## src/rtl/decode_execute_register_if.sv

```systemverilog
// Decode-to-execute boundary: decode-side fields, writeback bypass inputs,
// the registered execute-side fields and the stall/flush event counters.
interface decode_execute_register_if #(
    parameter int N = 32,
    parameter int C = 16
);
    // Pipeline control
    logic         StallE;
    logic         FlushE;

    // Decode-stage inputs
    logic         ValidD;
    logic [N-1:0] RD1D;
    logic [N-1:0] RD2D;
    logic [N-1:0] ExtImmD;
    logic [4:0]   RA1D;
    logic [4:0]   RA2D;
    logic [4:0]   WA3D;
    logic         RegWriteD;
    logic         MemWriteD;
    logic         MemtoRegD;
    logic         BranchD;
    logic         ALUSrcD;
    logic [3:0]   ALUControlD;

    // Writeback port, shared with the register file write side
    logic         RegWriteW;
    logic [4:0]   WA3W;
    logic [N-1:0] ResultW;

    // Execute-stage registered outputs
    logic         ValidE;
    logic [N-1:0] SrcAE;
    logic [N-1:0] SrcBE;
    logic [N-1:0] ExtImmE;
    logic [4:0]   RA1E;
    logic [4:0]   RA2E;
    logic [4:0]   WA3E;
    logic         RegWriteE;
    logic         MemWriteE;
    logic         MemtoRegE;
    logic         BranchE;
    logic         ALUSrcE;
    logic [3:0]   ALUControlE;

    // Performance counters
    logic [C-1:0] stall_count;
    logic [C-1:0] flush_count;

    modport master (
        output StallE, FlushE, ValidD, RD1D, RD2D, ExtImmD, RA1D, RA2D, WA3D,
               RegWriteD, MemWriteD, MemtoRegD, BranchD, ALUSrcD, ALUControlD,
               RegWriteW, WA3W, ResultW,
        input  ValidE, SrcAE, SrcBE, ExtImmE, RA1E, RA2E, WA3E,
               RegWriteE, MemWriteE, MemtoRegE, BranchE, ALUSrcE, ALUControlE,
               stall_count, flush_count
    );

    modport slave (
        input  StallE, FlushE, ValidD, RD1D, RD2D, ExtImmD, RA1D, RA2D, WA3D,
               RegWriteD, MemWriteD, MemtoRegD, BranchD, ALUSrcD, ALUControlD,
               RegWriteW, WA3W, ResultW,
        output ValidE, SrcAE, SrcBE, ExtImmE, RA1E, RA2E, WA3E,
               RegWriteE, MemWriteE, MemtoRegE, BranchE, ALUSrcE, ALUControlE,
               stall_count, flush_count
    );
endinterface

```

## src/rtl/decode_execute_register.sv

```systemverilog
// Decode/execute pipeline register with writeback bypass on load, operand
// refresh while stalled, flush bubbles and saturating stall/flush counters.
module decode_execute_register #(
    parameter int N = 32,
    parameter int C = 16
) (
    input  logic                        clk,
    input  logic                        rst,
    decode_execute_register_if.slave    bus
);

    localparam logic [C-1:0] CNT_MAX = '1;

    logic byp_a_d;
    logic byp_b_d;
    logic refresh_a;
    logic refresh_b;

    // Scalar, non-zero register being written this cycle: the register file
    // has not committed it yet, so the read data is stale.
    assign byp_a_d = bus.RegWriteW && (bus.WA3W == bus.RA1D)
                     && (bus.RA1D != 5'd0) && !bus.RA1D[4];
    assign byp_b_d = bus.RegWriteW && (bus.WA3W == bus.RA2D)
                     && (bus.RA2D != 5'd0) && !bus.RA2D[4];

    assign refresh_a = bus.ValidE && bus.RegWriteW && (bus.WA3W == bus.RA1E)
                       && (bus.RA1E != 5'd0) && !bus.RA1E[4];
    assign refresh_b = bus.ValidE && bus.RegWriteW && (bus.WA3W == bus.RA2E)
                       && (bus.RA2E != 5'd0) && !bus.RA2E[4];

    always_ff @(posedge clk) begin
        if (!rst) begin
            bus.ValidE      <= 1'b0;
            bus.SrcAE       <= '0;
            bus.SrcBE       <= '0;
            bus.ExtImmE     <= '0;
            bus.RA1E        <= '0;
            bus.RA2E        <= '0;
            bus.WA3E        <= '0;
            bus.RegWriteE   <= 1'b0;
            bus.MemWriteE   <= 1'b0;
            bus.MemtoRegE   <= 1'b0;
            bus.BranchE     <= 1'b0;
            bus.ALUSrcE     <= 1'b0;
            bus.ALUControlE <= '0;
            bus.stall_count <= '0;
            bus.flush_count <= '0;
        end else if (bus.FlushE) begin
            bus.ValidE      <= 1'b0;
            bus.SrcAE       <= '0;
            bus.SrcBE       <= '0;
            bus.ExtImmE     <= '0;
            bus.RA1E        <= '0;
            bus.RA2E        <= '0;
            bus.WA3E        <= '0;
            bus.RegWriteE   <= 1'b0;
            bus.MemWriteE   <= 1'b0;
            bus.MemtoRegE   <= 1'b0;
            bus.BranchE     <= 1'b0;
            bus.ALUSrcE     <= 1'b0;
            bus.ALUControlE <= '0;
            if (bus.flush_count != CNT_MAX) bus.flush_count <= bus.flush_count + 1'b1;
        end else if (bus.StallE) begin
            // Held operands track writebacks that retire during the stall.
            if (refresh_a) bus.SrcAE <= bus.ResultW;
            if (refresh_b) bus.SrcBE <= bus.ResultW;
            if (bus.stall_count != CNT_MAX) bus.stall_count <= bus.stall_count + 1'b1;
        end else begin
            bus.ValidE      <= bus.ValidD;
            bus.SrcAE       <= byp_a_d ? bus.ResultW : bus.RD1D;
            bus.SrcBE       <= byp_b_d ? bus.ResultW : bus.RD2D;
            bus.ExtImmE     <= bus.ExtImmD;
            bus.RA1E        <= bus.RA1D;
            bus.RA2E        <= bus.RA2D;
            bus.WA3E        <= bus.WA3D;
            bus.RegWriteE   <= bus.RegWriteD;
            bus.MemWriteE   <= bus.MemWriteD;
            bus.MemtoRegE   <= bus.MemtoRegD;
            bus.BranchE     <= bus.BranchD;
            bus.ALUSrcE     <= bus.ALUSrcD;
            bus.ALUControlE <= bus.ALUControlD;
        end
    end

endmodule

```

## src/flat_wrapper.sv

```systemverilog
// flat-port wrapper written by rule: the top's interface ports become plain ports
module decode_execute_register_flat 
#(
    parameter int N = 32,
    parameter int C = 16
)
  (clk, rst, bus_StallE, bus_FlushE, bus_ValidD, bus_RD1D, bus_RD2D, bus_ExtImmD, bus_RA1D, bus_RA2D, bus_WA3D, bus_RegWriteD, bus_MemWriteD, bus_MemtoRegD, bus_BranchD, bus_ALUSrcD, bus_ALUControlD, bus_RegWriteW, bus_WA3W, bus_ResultW, bus_ValidE, bus_SrcAE, bus_SrcBE, bus_ExtImmE, bus_RA1E, bus_RA2E, bus_WA3E, bus_RegWriteE, bus_MemWriteE, bus_MemtoRegE, bus_BranchE, bus_ALUSrcE, bus_ALUControlE, bus_stall_count, bus_flush_count);
  decode_execute_register_if #(.N(N), .C(C)) bus_i ();
  input  logic clk;
  input  logic rst;
  input wire logic [$bits(bus_i.StallE)-1:0] bus_StallE;
  input wire logic [$bits(bus_i.FlushE)-1:0] bus_FlushE;
  input wire logic [$bits(bus_i.ValidD)-1:0] bus_ValidD;
  input wire logic [$bits(bus_i.RD1D)-1:0] bus_RD1D;
  input wire logic [$bits(bus_i.RD2D)-1:0] bus_RD2D;
  input wire logic [$bits(bus_i.ExtImmD)-1:0] bus_ExtImmD;
  input wire logic [$bits(bus_i.RA1D)-1:0] bus_RA1D;
  input wire logic [$bits(bus_i.RA2D)-1:0] bus_RA2D;
  input wire logic [$bits(bus_i.WA3D)-1:0] bus_WA3D;
  input wire logic [$bits(bus_i.RegWriteD)-1:0] bus_RegWriteD;
  input wire logic [$bits(bus_i.MemWriteD)-1:0] bus_MemWriteD;
  input wire logic [$bits(bus_i.MemtoRegD)-1:0] bus_MemtoRegD;
  input wire logic [$bits(bus_i.BranchD)-1:0] bus_BranchD;
  input wire logic [$bits(bus_i.ALUSrcD)-1:0] bus_ALUSrcD;
  input wire logic [$bits(bus_i.ALUControlD)-1:0] bus_ALUControlD;
  input wire logic [$bits(bus_i.RegWriteW)-1:0] bus_RegWriteW;
  input wire logic [$bits(bus_i.WA3W)-1:0] bus_WA3W;
  input wire logic [$bits(bus_i.ResultW)-1:0] bus_ResultW;
  output wire logic [$bits(bus_i.ValidE)-1:0] bus_ValidE;
  output wire logic [$bits(bus_i.SrcAE)-1:0] bus_SrcAE;
  output wire logic [$bits(bus_i.SrcBE)-1:0] bus_SrcBE;
  output wire logic [$bits(bus_i.ExtImmE)-1:0] bus_ExtImmE;
  output wire logic [$bits(bus_i.RA1E)-1:0] bus_RA1E;
  output wire logic [$bits(bus_i.RA2E)-1:0] bus_RA2E;
  output wire logic [$bits(bus_i.WA3E)-1:0] bus_WA3E;
  output wire logic [$bits(bus_i.RegWriteE)-1:0] bus_RegWriteE;
  output wire logic [$bits(bus_i.MemWriteE)-1:0] bus_MemWriteE;
  output wire logic [$bits(bus_i.MemtoRegE)-1:0] bus_MemtoRegE;
  output wire logic [$bits(bus_i.BranchE)-1:0] bus_BranchE;
  output wire logic [$bits(bus_i.ALUSrcE)-1:0] bus_ALUSrcE;
  output wire logic [$bits(bus_i.ALUControlE)-1:0] bus_ALUControlE;
  output wire logic [$bits(bus_i.stall_count)-1:0] bus_stall_count;
  output wire logic [$bits(bus_i.flush_count)-1:0] bus_flush_count;
  assign bus_i.StallE = bus_StallE;
  assign bus_i.FlushE = bus_FlushE;
  assign bus_i.ValidD = bus_ValidD;
  assign bus_i.RD1D = bus_RD1D;
  assign bus_i.RD2D = bus_RD2D;
  assign bus_i.ExtImmD = bus_ExtImmD;
  assign bus_i.RA1D = bus_RA1D;
  assign bus_i.RA2D = bus_RA2D;
  assign bus_i.WA3D = bus_WA3D;
  assign bus_i.RegWriteD = bus_RegWriteD;
  assign bus_i.MemWriteD = bus_MemWriteD;
  assign bus_i.MemtoRegD = bus_MemtoRegD;
  assign bus_i.BranchD = bus_BranchD;
  assign bus_i.ALUSrcD = bus_ALUSrcD;
  assign bus_i.ALUControlD = bus_ALUControlD;
  assign bus_i.RegWriteW = bus_RegWriteW;
  assign bus_i.WA3W = bus_WA3W;
  assign bus_i.ResultW = bus_ResultW;
  assign bus_ValidE = bus_i.ValidE;
  assign bus_SrcAE = bus_i.SrcAE;
  assign bus_SrcBE = bus_i.SrcBE;
  assign bus_ExtImmE = bus_i.ExtImmE;
  assign bus_RA1E = bus_i.RA1E;
  assign bus_RA2E = bus_i.RA2E;
  assign bus_WA3E = bus_i.WA3E;
  assign bus_RegWriteE = bus_i.RegWriteE;
  assign bus_MemWriteE = bus_i.MemWriteE;
  assign bus_MemtoRegE = bus_i.MemtoRegE;
  assign bus_BranchE = bus_i.BranchE;
  assign bus_ALUSrcE = bus_i.ALUSrcE;
  assign bus_ALUControlE = bus_i.ALUControlE;
  assign bus_stall_count = bus_i.stall_count;
  assign bus_flush_count = bus_i.flush_count;
  decode_execute_register #(.N(N), .C(C)) u_core (.clk(clk), .rst(rst), .bus(bus_i));
endmodule
```

## config.mk

```make
export PLATFORM = sky130hd
export DESIGN_NAME = decode_execute_register_flat
export DESIGN_NICKNAME = d
export VERILOG_FILES = /design/src/rtl/decode_execute_register_if.sv /design/src/rtl/decode_execute_register.sv /design/src/flat_wrapper.sv
export SDC_FILE = /design/constraint.sdc
export NUM_CORES = 1
export LEC_CHECK = 0
export BUFFER_PORTS_ARGS = -buffer_cell sky130_fd_sc_hd__buf_4
export CAP_MARGIN = 0
export CELL_PAD_IN_SITES_DETAIL_PLACEMENT = 0
export CELL_PAD_IN_SITES_GLOBAL_PLACEMENT = 2
export CORE_ASPECT_RATIO = 0.5
export CORE_MARGIN = 2
export CORE_UTILIZATION = 30
export CTS_BUF_LIST = sky130_fd_sc_hd__clkbuf_16
export CTS_CLUSTER_DIAMETER = 40
export CTS_CLUSTER_SIZE = 10
export DETAILED_ROUTE_END_ITERATION = 12
export HOLD_SLACK_MARGIN = 0.12
export MAX_ROUTING_LAYER = met4
export PLACE_DENSITY_LB_ADDON = 0.3
export SLEW_MARGIN = 20
export SYNTH_ARGS = -nofsm -noshare
export SYNTH_HDL_FRONTEND = slang
export SYNTH_SLANG_ARGS = --single-unit
```

## constraint.sdc

```tcl
create_clock -name clk -period 3.7 [get_ports clk]
set_clock_uncertainty 0.05 [all_clocks]
set_input_delay 0.74 -clock clk [delete_from_list [all_inputs] [get_ports clk]]
set_output_delay 0.74 -clock clk [all_outputs]
set_load 0.01 [all_outputs]
```

# Yosys cells after proc, flatten, opt, wreduce, memory -nomap -nowiden

Cells that the tools add are included.

Flip-flop bits (word level): 153
Output and inout bits: 153
Logic and storage cells: 57

Add/sub/neg operators: 2
Muxes and demuxes: 6
Equal/unequal tests: 8
Reductions and logical operators: 24
Bitwise logic cells: 2

Operators by type and width:

| operator                                                                 | count |
|---|---|
| 32-bit 2-to-1 mux                                                        | 6 |
| 16-bit by 1-bit adder with 16-bit output (second input constant)         | 2 |
| 16-bit inequality test (second input constant)                           | 2 |
| 5-bit == test                                                            | 4 |
| 5-bit nonzero test                                                       | 4 |
| 1-bit logical AND                                                        | 13 |
| 1-bit logical NOT                                                        | 4 |
| 2-bit by 1-bit inequality test with 1-bit output (second input constant) | 2 |
| 3-bit AND reduction                                                      | 1 |
| 1-bit inverter                                                           | 2 |
| 2-bit AND reduction                                                      | 1 |
| 2-bit OR reduction                                                       | 1 |

# Longest topological paths before layout

Gate-level depths: netlist of run 1.

Word-level depth: 6
Gate-level depth with buffers: 6
Gate-level depth less buffers: 6

# Least setup slack after synthesis of run 1

Ideal clock, no wire load.

Path kind: input to register
Start point: in bus_RA2D[4]
End point: reg u_core.bus.SrcBE[10]
Setup time: 0.137 ns
Path slack: 1.384 ns
Data arrival time: 2.129 ns
Data required time: 3.513 ns
Cell stages on the path: 6
Path through: or3b_1 > nor4_4 > buf_4 > nand3_1 > o31ai_1 > a211oi_1

Word-level cells in the longest chain between the ends: 6
Elaborated cells on any way between the ends: 8
Those cells by class: 1 x eq/ne; 2 x mux; 5 x reduce/logical

RTL lines:

| what                 | RTL line                         | text |
|---|---|---|
| from (decl)          | flat_wrapper.sv:18               | `input wire logic [$bits(bus_i.RA2D)-1:0] bus_RA2D;` |
| 5-bit == test        | decode_execute_register.sv:23    | `assign byp_b_d = bus.RegWriteW && (bus.WA3W == bus.RA2D)` |
| 1-bit logical AND    | decode_execute_register.sv:23    |  |
| 1-bit logical AND    | decode_execute_register.sv:24    | `&& (bus.RA2D != 5'd0) && !bus.RA2D[4];` |
| 1-bit logical AND *  | decode_execute_register.sv:24    |  |
| 32-bit 2-to-1 mux *  | decode_execute_register.sv:71    | `bus.SrcBE <= byp_b_d ? bus.ResultW : bus.RD2D;` |
| 32-bit 2-to-1 mux *  | decode_execute_register.sv:63    | `end else if (bus.StallE) begin` |
| to (signal assigned) | decode_execute_register.sv:66    | `if (refresh_b) bus.SrcBE <= bus.ResultW;` |
| to (signal assigned) | decode_execute_register.sv:71    |  |
| to (decl)            | decode_execute_register_if.sv:63 | `output ValidE, SrcAE, SrcBE, ExtImmE, RA1E, RA2E, WA3E,` |

Mark *: on every way between the ends. The rest lies on a longest branch, timed or not.
A chain may end at the register's enable or synchronous reset.

# Worst setup path in the final report of run 1

Start point: in bus_RA1D[1]
End point: reg u_core.bus.SrcAE[16]

Word-level cells in the longest chain between the ends: 6
Elaborated cells on any way between the ends: 7
Those cells by class: 1 x eq/ne; 2 x mux; 4 x reduce/logical

RTL lines:

| what                             | RTL line                         | text |
|---|---|---|
| from (decl)                      | flat_wrapper.sv:17               | `input wire logic [$bits(bus_i.RA1D)-1:0] bus_RA1D;` |
| 5-bit == test                    | decode_execute_register.sv:21    | `assign byp_a_d = bus.RegWriteW && (bus.WA3W == bus.RA1D)` |
| 1-bit logical AND                | decode_execute_register.sv:21    |  |
| 1-bit logical AND * (2 in a row) | decode_execute_register.sv:22    | `&& (bus.RA1D != 5'd0) && !bus.RA1D[4];` |
| 32-bit 2-to-1 mux *              | decode_execute_register.sv:70    | `bus.SrcAE <= byp_a_d ? bus.ResultW : bus.RD1D;` |
| 32-bit 2-to-1 mux *              | decode_execute_register.sv:63    |  |
| to (signal assigned)             | decode_execute_register.sv:65    | `if (refresh_a) bus.SrcAE <= bus.ResultW;` |
| to (signal assigned)             | decode_execute_register.sv:70    |  |
| to (decl)                        | decode_execute_register_if.sv:63 |  |

Marked as above.

==> flow_metrics.tcl, run 1 <==
set metrics [dict create \
    synth_flop_cell "dfxtp_1" \
    cap_violations 0 \
    num_rows 41 \
    cp.required_ps 3930 \
    holdWs_ps 447 \
    p_int_mw 3.04 \
    cts_root_buf "clkbuf_16" \
    via_per_inst 5.00 \
    drive_gt1_share_pct 34.7 \
    hold_violations 0 \
    die_h_um 117 \
    synth_area_leaders "dfxtp_1 40%, mux2i_1 16%, a211oi_1 6.2%" \
    num_antenna_cells 0 \
    yosys.cell_count.top_type "dfxtp_1" \
    postCtsHoldBufs 0 \
    synth_common_cells "153 x dfxtp_1, 121 x mux2i_1, 117 x nor2_1" \
    yosysSeqAreaShare_pct 40.2 \
    route.detailed.wl_per_inst_um 18.1 \
    drcViolationCount 0 \
    crit_start "bus_RA1D[1]" \
    firstDrtPassIters 5 \
    worst_path_max_delay_cell "nor2_4" \
    clkTransAtPathRegs_ps 60 \
    rsz0062_at_grt "false" \
    status "finished clean" \
    cts_resized 0 \
    hold_class "flop to flop" \
    synth_area_um2 7620 \
    fmax_ghz 0.395 \
    fp.coreArea_um2 25100 \
    fp.dieArea_um2 26800 \
    use_met3_pct 4.47 \
    h-tree-depth 4 \
    finalSetupViolCount 0 \
    pwr-share-seq_pct 42.2 \
    crit_path_max_fanout 34 \
    r2r-end "u_core.bus.flush_count[0]" \
    regArea_um2 3060 \
    port_buffers 315 \
    synth_edf_count 0 \
    grt.busiest_layer "met2" \
    ys_warn_count 0 \
    period_share_pct 68.5 \
    rr_worst_depth 6 \
    grt_usage_pct 20.0 \
    cts.sinks 153 \
    drtIter0Drc 435 \
    grtUsageMet2_pct 33.0 \
    grt_pass1_vias 7072 \
    crit_path_start_kind "input pin" \
    grt_pass1_wl_mm 40.6 \
    cp-end-kind "flop" \
    grt_max_degree 149 \
    sw_frac_of_total_pct 26.3 \
    overflow 0 \
    totalPowerFinal_mw 4.12 \
    area_delta_synth_final_pct 41.3 \
    gr-usage-met1_pct 24.8 \
    nets 1278 \
    clockBufferDepth 2 \
    cts_tree "yes" \
    leakagePower_nw 4.33 \
    place_congestion 0.847 \
    routed_wl_mm 26.6 \
    min_period_ps 2530 \
    slowest_delay_ps 730 \
    drv_slew 0 \
    slew-limit-headroom_pct 31.0 \
    combPwrFrac_pct 14.3 \
    nFillCells 2528 \
    antenna_found_initial 0 \
    syn_inst 838 \
    numCtsBuffers 17 \
    tightest_slew_ps 1040 \
    fin_tns_setup_ps 0 \
    synth_seq_cells 153 \
    multi_input_area_um2 4220 \
    synth.avg_cell_area_um2 9.09 \
    path_cells "buf_4, xor2_1, nor2_4, nand2_2, a21oi_1, a211oi_1" \
    initial_core_util_pct 30.4 \
    crit_end "u_core.bus.SrcAE[16]" \
    clock_latency_ps 450 \
    synth_nets 1003 \
    synth_area_leader_cell "dfxtp_1" \
    vias 7349 \
    vdd_ir_drop_max_v 0.000296 \
    hpwl_mm 18.0 \
    critPathKind "input pin to flop" \
    cp.arrival_ps 2760 \
    synth_top_area_share_pct 40.2 \
    die_w_um 229 \
    p_switching_mw 1.08 \
    clockPowerShare_pct 43.5 \
    ys_types 47 \
    io_pins 316 \
    r2r-start "u_core.bus.flush_count[0]" \
    ant_nets 0 \
    cts_setup_buffers 0 \
    ff2ff_setup_slack_ps 1270 \
    powerDensity_nw_per_um2 383 \
    async_reset_ff_share_pct 0 \
]
[power by group through the flow]
stage               combinational (mW)  sequential [mW]  clock (mW)
global route                     0.640             1.74        1.91
CTS                              0.592             1.74        1.85
detailed placement               0.590             1.77           0
global placement                 0.582             1.77           0
finish                           0.587             1.74        1.79
floorplan                        0.251             1.79           0
[how the worst min path moves through the flow]
stage / from / end / slack [ps] / cells past startpoint
floorplan: u_core.bus.flush_count[10] / u_core.bus.flush_count[10] / 450 / 2
global placement: u_core.bus.MemWriteE / u_core.bus.MemWriteE / 430 / 2
detailed placement: u_core.bus.WA3E[3] / u_core.bus.WA3E[3] / 440 / 2
CTS: bus_ExtImmD[8] / u_core.bus.ExtImmE[8] / 440 / 3
global route: bus_ExtImmD[8] / u_core.bus.ExtImmE[8] / 460 / 3
finish: u_core.bus.WA3E[1] / u_core.bus.WA3E[1] / 450 / 2
[layer usage]
metal  part of all wire [%]  vias to the layer above
met5                      0                        -
met4                    1.4                        0
met3                    3.2                       22
met2                     49                      128
met1                     46                     3545
li1                       -                     3654
[cell families (layout without fill, tap and decap cells)]
logic type | Yosys count | in the layout | share of synthesized area [%]
multiplexers | 121 | 121 | 15.9
flip-flops | 153 | 153 | 40.2
buffers and inverters | 70 | 357 | 4.70
AND/OR/NAND/NOR | 248 | 248 | 16.2
adder cells (fa/ha/maj) | 2 | 2 | 0.328
XOR/XNOR | 35 | 35 | 4.02
AO/OA/AOI/OAI | 209 | 209 | 18.7
[registers in the layout, summed over array words and instances (netlist names)]
register and flops:
u_core.bus.ALUControlE 4, u_core.bus.ALUSrcE 1, u_core.bus.BranchE 1, u_core.bus.ExtImmE 32, u_core.bus.MemWriteE 1, u_core.bus.MemtoRegE 1
u_core.bus.RA1E 5, u_core.bus.RA2E 5, u_core.bus.RegWriteE 1, u_core.bus.SrcAE 32, u_core.bus.SrcBE 32, u_core.bus.ValidE 1
u_core.bus.WA3E 5, u_core.bus.flush_count 16, u_core.bus.stall_count 16
[placed cells by master, fill, tap and decap left out, types with 2 or more instances in the layout]
| cell type | synthesis | layout |
|---|---|---|
| nor2_2 | 0 | 2 |
| nor4_1 | 9 | 9 |
| nor2_1 | 117 | 114 |
| nand4_1 | 8 | 8 |
| o311ai_0 | 4 | 4 |
| nand3_1 | 51 | 51 |
| a21oi_1 | 37 | 37 |
| buf_4 | 4 | 320 |
| o21ai_0 | 37 | 37 |
| xor2_1 | 13 | 13 |
| ha_1 | 2 | 2 |
| mux2i_1 | 121 | 121 |
| a211oi_1 | 63 | 63 |
| dfxtp_1 | 153 | 153 |
| or3_1 | 2 | 2 |
| nand2_1 | 16 | 15 |
| xnor2_1 | 22 | 22 |
| nor3b_1 | 4 | 4 |
| buf_12 | 0 | 2 |
| nor4_4 | 4 | 4 |
| and3_1 | 7 | 7 |
| inv_1 | 3 | 5 |
| bufinv_16 | 0 | 3 |
| clkinvlp_4 | 0 | 4 |
| clkinv_2 | 0 | 2 |
| and4_1 | 4 | 4 |
| nor3_1 | 12 | 12 |
| a31o_2 | 27 | 27 |
| nand3b_1 | 2 | 2 |
| o31ai_1 | 32 | 32 |
| or2_2 | 2 | 2 |
| clkbuf_16 | 0 | 17 |
| a31oi_1 | 4 | 4 |
[layout make-up]
| class | count | area share (%) |
|---|---|---|
| timing repair buffer | 323 | 22.8 |
| sequential | 153 | 28.5 |
| clock inverter | 14 | 1.48 |
| clock buffer | 17 | 3.95 |
| tap | 344 | 4.00 |
| inverter | 3 | 0.105 |
| multi-input combinational | 615 | 39.2 |
[critical path, delay by kind of cell]
family | cells | cell delay [ps]
and+or+nand+nor | 2 | 1330
AOI/OAI and AO/OA | 2 | 380
xor gates and xnor gates | 1 | 180
buffers and inverters | 1 | 130
[through the flow]
step / util (%) / instance area [um^2] / setup WS [ps] / instances
6_report: 42.9 / 10800 / 1170 / 1469
5_1_grt: 42.9 / 10800 / 976 / 1469
4_1_cts: 42.9 / 10800 / 1170 / 1469
3_5_place_dp: 40.6 / 10200 / 673 / 1438
3_3_place_gp: 40.6 / 10200 / 730 / 1438
2_1_floorplan: - / 7620 / 1380 / 838
No activity file was read; power rests on OpenSTA's default activity.
==> run 2: changes to the inputs <==
Settings changed: CORE_UTILIZATION 30 to 27.
Clock period 3.7 ns to 2.6 ns, I/O delays scaled along.
==> run 2 against run 1 <==
  * First-iteration DRC count decreased by 19%
  * Non-clock buffer count is 11 higher
  * Die area grew 11%
  * Flip-flop and latch count is the same
  * Via count is 3.0% higher
  * Final cell count grew 3.4%
  * Clock power rose by 59%
  * Critical path depth did not move
  * Count of clock-buffer cells in the layout stayed put
  * Worst hold slack worse by 190 ps
  * Wire length grew 6.6%
==> flow_metrics.tcl, run 2 (synthesis results as in run 1) <==
set metrics [dict create \
    grt_max_degree 102 \
    layout_common_cells "327 x buf_4, 153 x dfxtp_1, 121 x mux2i_1, 114 x nor2_1, 63 x a211oi_1" \
    slowest_delay_ps 560 \
    cts_resized 0 \
    fmax_ghz 0.499 \
    leakagePower_nw 4.43 \
    drv_slew 0 \
    initial_core_util_pct 27.5 \
    combPwrFrac_pct 13.9 \
    r2r-start "u_core.bus.flush_count[0]" \
    antenna_found_initial 0 \
    min_delay_worst_endpoint "u_core.bus.ALUControlE[3]" \
    period_share_pct 77.1 \
    critPathKind "flop to flop" \
    die_w_um 242 \
    crit_path_start_kind "flop" \
    cts_tree "yes" \
    clock_latency_ps 440 \
    clkTransAtPathRegs_ps 60 \
    dpl_worst_slack_ps 232 \
    cts.sinks 153 \
    hold_violations 0 \
    fin_tns_setup_ps 0 \
    dpl_cell_area_um2 10400 \
    powerDensity_nw_per_um2 561 \
    p_int_mw 4.63 \
    cp.arrival_ps 2270 \
    vdd_ir_drop_max_v 0.000439 \
    ant_nets 0 \
    die_h_um 123 \
    fp.dieArea_um2 29700 \
    grt_usage_pct 19.1 \
    worst_path_max_delay_cell "nor4_1" \
    num_antenna_cells 0 \
    numCtsBuffers 17 \
    cts_setup_buffers 0 \
    cp-end-kind "flop" \
    worstHoldPathCells 3 \
    rr_worst_depth 6 \
    cp.required_ps 2870 \
    num_rows 43 \
    holdWs_ps 258 \
    overflow 0 \
    sw_frac_of_total_pct 25.2 \
    grt_pass1_vias 7305 \
    clockBufferDepth 2 \
    drcViolationCount 0 \
    route.detailed.wl_per_inst_um 18.7 \
    top_regs "u_core.bus.ExtImmE (32), u_core.bus.SrcAE (32), u_core.bus.SrcBE (32)" \
    clockPowerShare_pct 46.1 \
    crit_start "u_core.bus.flush_count[0]" \
    p_switching_mw 1.56 \
    fp.coreArea_um2 27700 \
    grt_pass1_wl_mm 42.8 \
    hold_class "input pin to flop" \
    postLayoutCoreUtil_pct 39.8 \
    h-tree-depth 4 \
    vias 7571 \
    postCtsHoldBufs 0 \
    status "finished clean" \
    nets 1289 \
    rsz0062_at_grt "false" \
    place_congestion 0.786 \
    routed_wl_mm 28.4 \
    min-delay-start "bus_ALUControlD[3]" \
    ff2ff_setup_slack_ps 600 \
    tightest_slew_ps 814 \
    firstDrtPassIters 5 \
    design_area_um2 11000 \
    cts_root_buf "clkbuf_16" \
    io_pins 316 \
    drtIter0Drc 353 \
    drive_gt1_share_pct 35.4 \
    port_buffers 315 \
    pwr-share-seq_pct 40.0 \
    final_common_cell "buf_4" \
    r2r-end "u_core.bus.flush_count[14]" \
    min_period_ps 2000 \
    area_delta_synth_final_pct 44.7 \
    hpwl_mm 19.7 \
    finalSetupViolCount 0 \
    cap_violations 0 \
    via_per_inst 4.98 \
    crit_path_max_fanout 5 \
    path_cells "ha_1, nand4_1, nor4_1, nand3_1, nor3b_1, nor3_1" \
    layout_setup_ws_ps 596 \
    slew-limit-headroom_pct 45.7 \
]
[run 2: how the worst max path moves through the flow]
stage / to / slack [ps] / depth (start not counted)
2_1_floorplan: u_core.bus.SrcBE[10] / 500 / 6
3_3_place_gp: u_core.bus.SrcBE[3] / 240 / 6
3_5_place_dp: u_core.bus.SrcAE[9] / 230 / 7
4_1_cts: u_core.bus.flush_count[14] / 550 / 6
5_1_grt: u_core.bus.flush_count[14] / 300 / 6
6_report: u_core.bus.flush_count[14] / 600 / 6
[run 2: layout make-up]
type / instances / area [um^2]
fillers: 2826 / 16700
clock inverters: 15 / 231
inverters: 3 / 11.3
flip-flops and latches: 153 / 3060
clock buffers: 17 / 425
well taps: 382 / 478
multi-input cells: 615 / 4230
repair buffers: 334 / 2590
[run 2: power by group through the flow]
stage / sequential [mW] / clock (mW) / combinational (mW)
CTS: 2.47 / 2.94 / 0.870
floorplan: 2.55 / 0 / 0.357
global placement: 2.52 / 0 / 0.853
detailed placement: 2.53 / 0 / 0.868
global route: 2.48 / 3.03 / 0.935
finish: 2.47 / 2.85 / 0.862
[run 2: per-stage QoR]
stage,std cells,power (mW)
after CTS,1519,6.28
after floorplan,838,2.91
after global placement,1487,3.38
after detailed placement,1487,3.39
final,1519,6.19
after global routing,1519,6.45
[run 2: critical path: cells and delay by family (launching register included)]
| kind | cells | cell delay (ps) |
|---|---|---|
| AND/OR/NAND/NOR | 5 | 1130 |
| adder cells (fa/ha/maj) | 1 | 270 |
| flip-flops | 1 | 430 |
[run 2: per-layer routing]
layer  track usage [%]  up-vias  routed length (um)
met5                 -        -                   0
met4              6.29        0                 547
met3              3.63       34                 987
met2              33.0      159               14700
met1              22.7     3708               12100
li1                  -     3670                   -
